<file path="src/rtl/qlf_counter_pkg.sv">
// Shared constants and helpers for the qlf up/down counter family.
package qlf_counter_pkg;

    localparam logic MODE_WRAP = 1'b0;
    localparam logic MODE_SAT  = 1'b1;
    localparam logic DIR_DOWN  = 1'b0;
    localparam logic DIR_UP    = 1'b1;

    // Bits needed to hold 0..value-1; never less than 1.
    function automatic int unsigned clog2(input int unsigned value);
        int unsigned result;
        int unsigned v;
        result = 0;
        v = (value > 0) ? value - 1 : 0;
        while (v > 0) begin
            result = result + 1;
            v = v >> 1;
        end
        return (result == 0) ? 1 : result;
    endfunction

endpackage

</file>
<file path="src/rtl/qlf_counter_prescaler.sv">
// Divides enabled cycles by PRESCALE; tick marks the last enabled cycle of each period.
module qlf_counter_prescaler
    import qlf_counter_pkg::*;
#(
    parameter int unsigned PRESCALE = 4
) (
    input  logic clk,
    input  logic reset,
    input  logic enable,
    input  logic clr,
    output logic tick
);

    localparam int unsigned PW = clog2(PRESCALE);
    localparam logic [PW-1:0] LAST = PW'(PRESCALE - 1);

    logic [PW-1:0] cnt_q, cnt_d;

    always_comb begin
        tick  = enable && (cnt_q == LAST);
        cnt_d = cnt_q;
        if (clr) begin
            cnt_d = '0;
        end else if (enable) begin
            cnt_d = tick ? '0 : cnt_q + PW'(1);
        end
    end

    always_ff @(posedge clk) begin
        if (reset) begin
            cnt_q <= '0;
        end else begin
            cnt_q <= cnt_d;
        end
    end

endmodule

</file>
<file path="src/rtl/qlf_updown_counter.sv">
// Parametrised up/down counter with load, wrap/saturate, tc pulse and sticky overflow.
// Optional prescaler on the count enable when QLF_COUNTER_PRESCALER_EN is defined.
module qlf_updown_counter
    import qlf_counter_pkg::*;
#(
    parameter int unsigned      WIDTH    = 16,
    parameter logic [WIDTH-1:0] MAX_VAL  = {WIDTH{1'b1}},
    parameter logic             SATURATE = MODE_WRAP,
    parameter int unsigned      PRESCALE = 4
) (
    input  logic             clk,
    input  logic             reset,
    input  logic             enable,
    input  logic             up_down,
    input  logic             load,
    input  logic [WIDTH-1:0] load_value,
    input  logic             ovf_clr,
    output logic [WIDTH-1:0] count,
    output logic             tc,
    output logic             ovf_sticky
);

    if (WIDTH < 2 || WIDTH > 32) begin : g_bad_width
        $error("qlf_updown_counter: WIDTH out of range");
    end
    if (PRESCALE < 2 || PRESCALE > 65535) begin : g_bad_prescale
        $error("qlf_updown_counter: PRESCALE out of range");
    end

    logic tick;

`ifdef QLF_COUNTER_PRESCALER_EN
    qlf_counter_prescaler #(
        .PRESCALE (PRESCALE)
    ) u_prescaler (
        .clk    (clk),
        .reset  (reset),
        .enable (enable),
        .clr    (load),
        .tick   (tick)
    );
`else
    assign tick = enable;
`endif

    logic [WIDTH-1:0] count_q, count_d;
    logic             tc_q, tc_d;
    logic             ovf_q, ovf_d;
    logic             boundary;

    always_comb begin
        count_d  = count_q;
        boundary = 1'b0;
        if (load) begin
            count_d = (load_value > MAX_VAL) ? MAX_VAL : load_value;
        end else if (tick) begin
            if (up_down == DIR_UP) begin
                if (count_q == MAX_VAL) begin
                    boundary = 1'b1;
                    count_d  = (SATURATE == MODE_SAT) ? MAX_VAL : '0;
                end else begin
                    count_d = count_q + WIDTH'(1);
                end
            end else begin
                if (count_q == '0) begin
                    boundary = 1'b1;
                    count_d  = (SATURATE == MODE_SAT) ? '0 : MAX_VAL;
                end else begin
                    count_d = count_q - WIDTH'(1);
                end
            end
        end
        tc_d  = boundary;
        // Set beats clear when both happen on the same edge.
        ovf_d = boundary | (ovf_q & ~ovf_clr);
    end

    always_ff @(posedge clk) begin
        if (reset) begin
            count_q <= '0;
            tc_q    <= 1'b0;
            ovf_q   <= 1'b0;
        end else begin
            count_q <= count_d;
            tc_q    <= tc_d;
            ovf_q   <= ovf_d;
        end
    end

    assign count      = count_q;
    assign tc         = tc_q;
    assign ovf_sticky = ovf_q;

endmodule

</file>
<file path="config.mk">
export PLATFORM = sky130hd
export DESIGN_NAME = qlf_updown_counter
export DESIGN_NICKNAME = d
export VERILOG_FILES = /design/src/rtl/qlf_counter_pkg.sv /design/src/rtl/qlf_counter_prescaler.sv /design/src/rtl/qlf_updown_counter.sv
export SDC_FILE = /design/constraint.sdc
export NUM_CORES = 1
export LEC_CHECK = 0
export BUFFER_PORTS_ARGS = -buffer_cell sky130_fd_sc_hd__buf_2
export CAP_MARGIN = 40
export CORE_AREA = 2 2 60 62
export CTS_CLUSTER_SIZE = 30
export DETAILED_ROUTE_END_ITERATION = 6
export DIE_AREA = 0 0 62 64
export PLACE_DENSITY = 0.88
export RECOVER_POWER = 100
export SYNTH_ARGS = -nofsm -noshare
export SYNTH_HDL_FRONTEND = slang
export SYNTH_SLANG_ARGS = --single-unit
</file>
<file path="constraint.sdc">
create_clock -name clk -period 2.55 [get_ports clk]
set_input_delay 0.51 -clock clk [delete_from_list [all_inputs] [get_ports clk]]
set_output_delay 0.51 -clock clk [all_outputs]
set_load 0.02 [all_outputs]
</file>
==> results of run 1 <==
[path summary, 6_finish.rpt]
| path | from | to | depth (start not counted) | slack [ns] |
|---|---|---|---|---|
| hold reg to reg | ovf_sticky | ovf_sticky | 1 | 0.47 |
| setup / recovery | count[2] | count[14] | 5 | 0.31 |
| setup reg to reg | count[2] | count[14] | 5 | 0.31 |
| hold / removal | load_value[10] | count[10] | 3 | 0.45 |
[registers in the layout, indices dropped and copies added (netlist names)]
signal	count
tc	1
count	16
ovf_sticky	1
[worst max-delay path: cells and delay by family, from the launching register on]
kind,cells,cell delay (ns)
simple gates,3,1.45
flops,1,0.45
compound gates,2,0.22
[Yosys cell counts (3+ instances only)]
| master | instances |
|---|---|
| nor4_1 | 4 |
| o311ai_1 | 3 |
| nand4_1 | 7 |
| o21ai_0 | 4 |
| nand2b_1 | 3 |
| nor2_1 | 29 |
| a31oi_1 | 4 |
| nor3_1 | 8 |
| xor2_1 | 7 |
| buf_2 | 6 |
| or3_1 | 4 |
| nand2_1 | 13 |
| buf_6 | 5 |
| xnor2_1 | 4 |
| dfxtp_1 | 18 |
| nand3_1 | 12 |
| o31ai_1 | 6 |
| o211ai_1 | 3 |
| a211oi_1 | 8 |
| inv_1 | 14 |
| ha_1 | 3 |
| clkbuf_1 | 8 |
| a21oi_1 | 17 |
[kinds of logic (layout without fill, tap and decap cells)]
kind of cell,after synthesis,count (layout),share of synthesized area
AND/OR/NAND/NOR,98,98,0.3202
XOR/XNOR,11,11,0.05629
flip-flops,18,18,0.2105
adder cells (fa/ha/maj),3,3,0.02193
AO/OA/AOI/OAI,67,67,0.2836
buffers and inverters,36,59,0.1075
[where the power goes]
group / total, mW / switching, mW / leakage (nW) / internal, mW
logic: 0.259 / 0.160 / 0.503 / 0.0990
clock network: 0.196 / 0.108 / 0.0210 / 0.0873
registers: 0.353 / 0.0524 / 0.149 / 0.301
total: 0.808 / 0.321 / 0.673 / 0.487
[cell type report]
class | instances | area (sq um)
Fill cell | 349 | 1444
Clock buffer | 4 | 36.28
Timing Repair Buffer | 41 | 187.7
Sequential cell | 18 | 360.3
Multi-Input combinational cell | 179 | 1146
Tap cell | 46 | 57.56
Inverter | 14 | 52.55
[routing by layer]
layer | vias up | global-route usage | part of all wire
met1 | 867 | 0.3329 | 0.44
li1 | 919 | - | -
met2 | 78 | 0.4271 | 0.49
met4 | 0 | 0.05053 | 0.010
met3 | 9 | 0.03846 | 0.066
met5 | - | 0 | 0
[stage by stage]
stage	util	std cells	hold WS (ns)
floorplan	-	233	0.5721
global placement	0.5627	298	0.4321
detailed placement	0.5627	298	0.4422
CTS	0.5737	302	0.4508
global route	0.5604	302	0.4616
finish	0.5604	302	0.4536
==> results.yml, run 1 <==
critical_path:
  crit_path_top_delay_cell: "nor4_1"
  worstSetupEndpointType: "flip-flop"
  cp_max_fo: 11
  slowest_delay_ns: 0.62
  cp.required_ns: 2.74
  cp-start-kind: "flip-flop"
  crit_chain: "nor4_1 > nand2_2 > or4b_1 > o311ai_1 > o22ai_1"
  worstSetupPathType: "flip-flop to flip-flop"
  critPathArrivalTime_ns: 2.43
cts:
  insertion_delay_ns: 0.31
  cts_buffers: 3
  cts_buffer_depth: 2
  cts.clk_slew.worst_paths_ns: 0.12
  post_cts_buffers: 0
  htreeDepth: 1
  cts_tree: "yes"
  cts_root_buf: "clkbuf_4"
  clock-sinks: 18
  cts_resized: 0
  cts_hold_buffers: 0
yosys:
  synth-seq-cells: 18
  synth.top_cell.area_share: 0.2105
  synth_area_leaders: "dfxtp_1 (21%), nor2_1 (6.4%), a21oi_1 (5.0%), xor2_1 (3.6%), nand3_1 (3.5%)"
  async_reset_ff_frac: 0
  synth-edff-count: 0
  ys_types: 54
  yosys.area.top_type: "dfxtp_1"
  synth_nets: 258
  synth_ff_type: "dfxtp_1"
  syn_avg_cell_area_sq_um: 7.346
  postSynthCellCount: 233
  syn_area_sq_um: 1712
  synth_warnings: 0
  ys_seq_area_frac: 0.2105
floorplan:
  die_w_microns: 62
  io_pins: 40
  design.core.area_sq_um: 3284
  die_h_microns: 64
  initial_core_util: 0.5211
  die_area_sq_um: 3968
  row_count: 21
detailed_routing:
  via_count: 1873
  drtAntennaViolNets: 0
  first_pass_iters: 4
  drt_iter0_drc: 98
  drc: 0
  viasPerCell: 6.202
  drt-total-wl_microns: 4822
  wl_per_cell_microns: 15.97
global_route:
  grt_use_total: 0.2533
  grt_max_degree: 32
  grt_antenna_before_repair: 0
  grt_pass1_vias: 1707
  grt_pass1_wl_microns: 7921
  overflow: 0
timing:
  final-hold-violation-count: 0
  fin_ws_ns: 0.3135
  fmax_ghz: 0.4471
  finalCriticalPeriod_ns: 2.236
  grt_setup_unrepaired: "false"
  tns_ns: 0
  post-route-period-util: 0.8770
  slew_violations: 0
  slew_headroom: 0.5699
  setup-violations-final: 0
  tightest_slew_ns: 0.6393
  final.setup_skew_ns: 0.006427
job:
  max_cap_viol_count: 0
pwr:
  total_power_mw: 0.8083
  powerDensity_nw_per_um2: 439.2
  peakVddDrop_v: 0.0002810
  leakage_nw: 0.6733
placed_design:
  gp_congestion: 0.9422
  post-dp-hpwl_microns: 3388
  post-place-ws_ns: 0.4499
  placed_area_sq_um: 1848
  port_buffers: 39
cells_and_area:
  final_cell_mix: "nor2_1 (29), buf_2 (21), dfxtp_1 (18), clkbuf_1 (18), a21oi_1 (17)"
  area_growth_pct: 7.529
  nNetsFinal: 282
  drive_above_1_share: 0.1523
  final_common_cell: "nor2_1"
  final_cell_area_sq_um: 1841
  insertedDiodeCount: 0
min_path:
  min_path_type: "input pin to flip-flop"
run_status:
  status: "finished clean"
(Power assumes the default switching activity.)
==> run 2, diff against run 1 <==
==> constraint.sdc (replaced) <==
create_clock -name clk -period 2.55 [get_ports clk]
set_input_delay 0.765 -clock clk [delete_from_list [all_inputs] [get_ports clk]]
set_output_delay 0.765 -clock clk [all_outputs]
set_load 0.02 [all_outputs]
==> results.yml, run 2 (synthesis results as in run 1) <==
run_status:
  status: "finished clean"
detailed_routing:
  via_count: 1927
  drtAntennaViolNets: 0
  drt_iter0_drc: 135
  drc: 0
  first_pass_iters: 5
  drt-total-wl_microns: 4827
  viasPerCell: 6.277
  wl_per_cell_microns: 15.72
floorplan:
  initial_core_util: 0.5211
  design.core.area_sq_um: 3284
  row_count: 21
  die_h_microns: 64
  io_pins: 40
  die_area_sq_um: 3968
  die_w_microns: 62
cts:
  htreeDepth: 1
  cts.clk_slew.worst_paths_ns: 0.11
  post_cts_buffers: 0
  cts_buffer_depth: 2
  cts_hold_buffers: 0
  cts_buffers: 3
  cts_tree: "yes"
  clock-sinks: 18
  cts_resized: 0
  insertion_delay_ns: 0.31
  cts_root_buf: "clkbuf_4"
critical_path:
  cp-start-kind: "flip-flop"
  cp.required_ns: 2.75
  cp_max_fo: 11
  worstSetupPathType: "flip-flop to flip-flop"
  worstSetupEndpointType: "flip-flop"
  r2r_slack_ns: 0.39
  reg2reg_depth: 6
  critPathArrivalTime_ns: 2.36
  regToRegStartpoint: "count[3]"
  critical_path.startpoint: "count[3]"
timing:
  fin_ws_ns: 0.3927
  final-hold-violation-count: 0
  setup-violations-final: 0
  fmax_ghz: 0.4635
  final.setup_skew_ns: 0.005939
  tns_ns: 0
  hold_slack_ns: 0.4651
  slew_violations: 0
  slew_headroom: 0.6557
  grt_setup_unrepaired: "false"
  tightest_slew_ns: 0.5164
  finalCriticalPeriod_ns: 2.157
  post-route-period-util: 0.8460
cells_and_area:
  nNetsFinal: 288
  drive_above_1_share: 0.1648
  final_common_cell: "nor2_1"
  final_util: 0.5707
  area_growth_pct: 9.503
  num-fill-cells: 336
  final_cell_mix: "nor2_1 (29), buf_2 (23), dfxtp_1 (18), clkbuf_1 (18), a21oi_1 (17)"
  insertedDiodeCount: 0
  largest_reg_flops: 16
min_path:
  whs_path_depth: 1
  min_path_type: "flip-flop to flip-flop"
  hp-start: "ovf_sticky"
pwr:
  peakVddDrop_v: 0.0002380
  powerDensity_nw_per_um2: 416.0
  leakage_nw: 0.6973
  total_power_mw: 0.7797
job:
  max_cap_viol_count: 0
global_route:
  grt_use_total: 0.2519
  grt_pass1_vias: 1749
  grt_antenna_before_repair: 0
  grt_max_degree: 21
  overflow: 0
  grt_pass1_wl_microns: 7810
placed_design:
  port_buffers: 39
  gp_congestion: 0.9368
  post-dp-hpwl_microns: 3480
  post-place-ws_ns: 0.3819
run 2: cell count changes in the layout (fill, tap and decap cells not counted):
cell and delta:
o311ai_1 -2, o311ai_0 +2, buf_4 +4, clkbuf_8 -1, nand2_1 +1, a211oi_2 -1, nor4_4 +1, buf_2 +2
nand2_2 -1, nor4_1 -1, a211oi_1 +1
run 2: report_power, final:
group	internal (mW)	total, mW	switching (mW)
sequential	0.301	0.345	0.0442
clock	0.0553	0.156	0.101
combinational	0.106	0.279	0.173
run 2: stage by stage:
stage / cell area, sq um / std cells
after floorplan: 1712 / 233
after global placement: 1893 / 304
after detailed placement: 1893 / 304
after CTS: 1916 / 307
after global routing: 1874 / 307
final: 1874 / 307
run 2: area by class of cell:
| type | count | area, sq um | share of cell area |
|---|---|---|---|
| Clock buffer | 3 | 22.52 | 0.01202 |
| Tap cell | 46 | 57.56 | 0.03071 |
| Inverter | 14 | 52.55 | 0.02804 |
| Multi-Input combinational cell | 179 | 1154 | 0.6155 |
| Sequential cell | 18 | 360.3 | 0.1923 |
| Timing Repair Buffer | 47 | 227.7 | 0.1215 |
run 2: worst paths after layout:
check | to
hold / removal | ovf_sticky
setup / recovery | count[14]
setup reg to reg | count[14]
hold reg to reg | ovf_sticky
run 2: routing by layer:
| metal | track usage | vias up | part of all wire |
|---|---|---|---|
| met2 | 0.4063 | 107 | 0.47 |
| met4 | 0.07713 | 0 | 0.021 |
| li1 | - | 925 | - |
| met3 | 0.05466 | 19 | 0.085 |
| met5 | 0 | - | 0 |
| met1 | 0.3264 | 876 | 0.42 |
run 2: worst max-delay path, stage by stage, from the launching register on:
cell and delay, ns:
dfxtp_1 0.33, clkbuf_1 0.25, nor4_4 0.37, nand2_1 0.31, or4b_1 0.58, o311ai_1 0.11, o22ai_1 0.10
==> run 3, diff against run 2 <==
--- a/config.mk
+++ b/config.mk
@@ -5,12 +5,13 @@
 export SDC_FILE = /design/constraint.sdc
 export NUM_CORES = 1
 export LEC_CHECK = 0
+export ABC_AREA = 1
 export BUFFER_PORTS_ARGS = -buffer_cell sky130_fd_sc_hd__buf_2
 export CAP_MARGIN = 40
-export CORE_AREA = 2 2 60 62
+export CORE_AREA = 2 2 62 64
 export CTS_CLUSTER_SIZE = 30
 export DETAILED_ROUTE_END_ITERATION = 6
-export DIE_AREA = 0 0 62 64
+export DIE_AREA = 0 0 64 66
 export PLACE_DENSITY = 0.88
 export RECOVER_POWER = 100
 export SYNTH_ARGS = -nofsm -noshare
==> constraint.sdc (replaced) <==
create_clock -name clk -period 2.1 [get_ports clk]
set_input_delay 0.63 -clock clk [delete_from_list [all_inputs] [get_ports clk]]
set_output_delay 0.63 -clock clk [all_outputs]
set_load 0.02 [all_outputs]
==> results.yml, run 3 <==
yosys:
  synth.top_cell.area_share: 0.1997
  synth_warnings: 0
  synth_ff_type: "dfxtp_1"
  synth-edff-count: 0
  synth-seq-cells: 18
  synth_commonest_cells: "nand2_1 (99), inv_1 (36), nor2_1 (35)"
  postSynthCellCount: 327
  yosys.area.top_type: "nand2_1"
  ys_seq_area_frac: 0.1937
  yosysMostFrequentCell: "nand2_1"
  syn_avg_cell_area_sq_um: 5.690
  syn_area_sq_um: 1861
  async_reset_ff_frac: 0
  synth_area_leaders: "nand2_1 (20%), dfxtp_1 (19%), nand3_1 (8.6%), inv_1 (7.3%), nor2_1 (7.1%)"
  ys_types: 35
  synth_nets: 352
placed_design:
  post-dp-hpwl_microns: 4366
  place_inst: 406
  port_buffers: 39
  gp_congestion: 1.019
global_route:
  overflow: 0
  grt_pass1_wl_microns: 9177
  grt_use_total: 0.2749
  grt_antenna_before_repair: 0
  grt_pass1_vias: 2052
  grt_max_degree: 17
cts:
  cts_hold_buffers: 0
  cts.clk_slew.worst_paths_ns: 0.14
  insertion_delay_ns: 0.33
  htreeDepth: 1
  cts_tree: "yes"
  cts_resized: 0
  cts_buffers: 3
  cts_root_buf: "clkbuf_4"
  clock-sinks: 18
  post_cts_buffers: 0
  cts_buffer_depth: 2
timing:
  finalCriticalPeriod_ns: 1.826
  slew_headroom: 0.6849
  tns_ns: 0
  slew_violations: 0
  fmax_ghz: 0.5478
  final-hold-violation-count: 0
  final.setup_skew_ns: 0.02431
  tightest_slew_ns: 0.4709
  setup-violations-final: 0
  post-route-period-util: 0.8693
  grt_setup_unrepaired: "false"
floorplan:
  io_pins: 40
  die_w_microns: 64
  die_h_microns: 66
  design.core.area_sq_um: 3551
  row_count: 22
  initial_core_util: 0.5240
  die_area_sq_um: 4224
cells_and_area:
  final_cell_mix: "nand2_1 (101), inv_1 (38), nor2_1 (35)"
  num-fill-cells: 370
  final_common_cell: "nand2_1"
  largest_reg_flops: 16
  nNetsFinal: 388
  area_growth_pct: 12.10
  fin_cells: 410
  insertedDiodeCount: 0
  drive_above_1_share: 0.1243
critical_path:
  cp_max_fo: 10
  worstSetupEndpointType: "flip-flop"
  worstSetupPathType: "flip-flop to flip-flop"
  crit_top_cell: "nand2_1"
  cp.required_ns: 2.33
  crit_chain: "nand2_1 > nor3_4 > nand4_1 > nor3_1 > nand2_1 > a21oi_1"
  critPathArrivalTime_ns: 2.05
  cp-start-kind: "flip-flop"
  slowest_delay_ns: 0.57
  crit_path_top_delay_cell: "dfxtp_1"
run_status:
  status: "finished clean"
detailed_routing:
  viasPerCell: 5.668
  drc: 0
  drt-total-wl_microns: 5630
  via_count: 2324
  drt_iter0_drc: 166
  wl_per_cell_microns: 13.73
  drtAntennaViolNets: 0
  first_pass_iters: 5
pwr:
  powerDensity_nw_per_um2: 515.5
  leakage_nw: 1.028
  peakVddDrop_v: 0.0002854
  total_power_mw: 1.075
min_path:
  min_path_type: "flip-flop to flip-flop"
job:
  max_cap_viol_count: 0
-- run 3: cell count changes in the layout (fill, tap and decap cells not counted), sizes merged, moves of 5 or more --
cell / delta
a22oi: +6
nand2: +88
or3: -5
inv: +24
nor4: -8
a211oi: -9
o21ai: +8
nor2: +14
o31ai: -5
nand3: +20
-- run 3: worst paths after layout --
| check | cells past startpoint | startpoint | slack (ns) | to |
|---|---|---|---|---|
| min | 2 | ovf_sticky | 0.48 | ovf_sticky |
| min reg2reg | 2 | ovf_sticky | 0.48 | ovf_sticky |
| max reg2reg | 6 | count[5] | 0.27 | tc |
| max | 6 | count[5] | 0.27 | tc |
-- run 3: power by group --
part | internal, mW | leakage (nW) | switching (mW)
combinational | 0.141 | 0.859 | 0.266
clock | 0.106 | 0.0210 | 0.136
sequential | 0.366 | 0.149 | 0.0595
total | 0.613 | 1.03 | 0.462
-- run 3: cells by family after synthesis --
family / synth area share
AO/OA/AOI/OAI: 0.1547
XOR/XNOR: 0.02824
adder cells (fa/ha/maj): 0.02018
buffers and inverters: 0.1177
flip-flops: 0.1937
AND/OR/NAND/NOR: 0.4855
-- run 3: layout make-up --
cell class	instances	area (sq um)	share of cell area
repair buffers	44	210.2	0.1008
well taps	48	60.06	0.02879
multi-input cells	255	1265	0.6065
inverters	41	153.9	0.07379
flip-flops and latches	18	360.3	0.1728
clock buffers	4	36.28	0.01740
-- run 3: per-stage QoR --
| step | util | worst slack [ns] | hold slack (ns) | instance area, sq um |
|---|---|---|---|---|
| after global routing | 0.5874 | 0.1541 | 0.5209 | 2086 |
| final | 0.5874 | 0.2744 | 0.4789 | 2086 |
| after CTS | 0.5983 | 0.3510 | 0.4850 | 2125 |
| after detailed placement | 0.5881 | 0.2947 | 0.4609 | 2088 |
| after global placement | 0.5881 | 0.4009 | 0.4564 | 2088 |
| after floorplan | - | 0.5242 | 0.5443 | 1861 |
-- run 3: critical path: cells and delay by family, from the launching register on --
kind	cells	cell delay [ns]
AOI/OAI and AO/OA	1	0.19
DFF	1	0.57
and+or+nand+nor	5	0.97
-- run 3: routing by layer --
| layer | wire length [microns] | vias up | GRT usage |
|---|---|---|---|
| li1 | - | 1134 | - |
| met1 | 2257 | 1018 | 0.3639 |
| met2 | 2587 | 146 | 0.4440 |
| met3 | 574 | 26 | 0.02555 |
| met4 | 211 | 0 | 0.1413 |
| met5 | 0 | - | 0 |
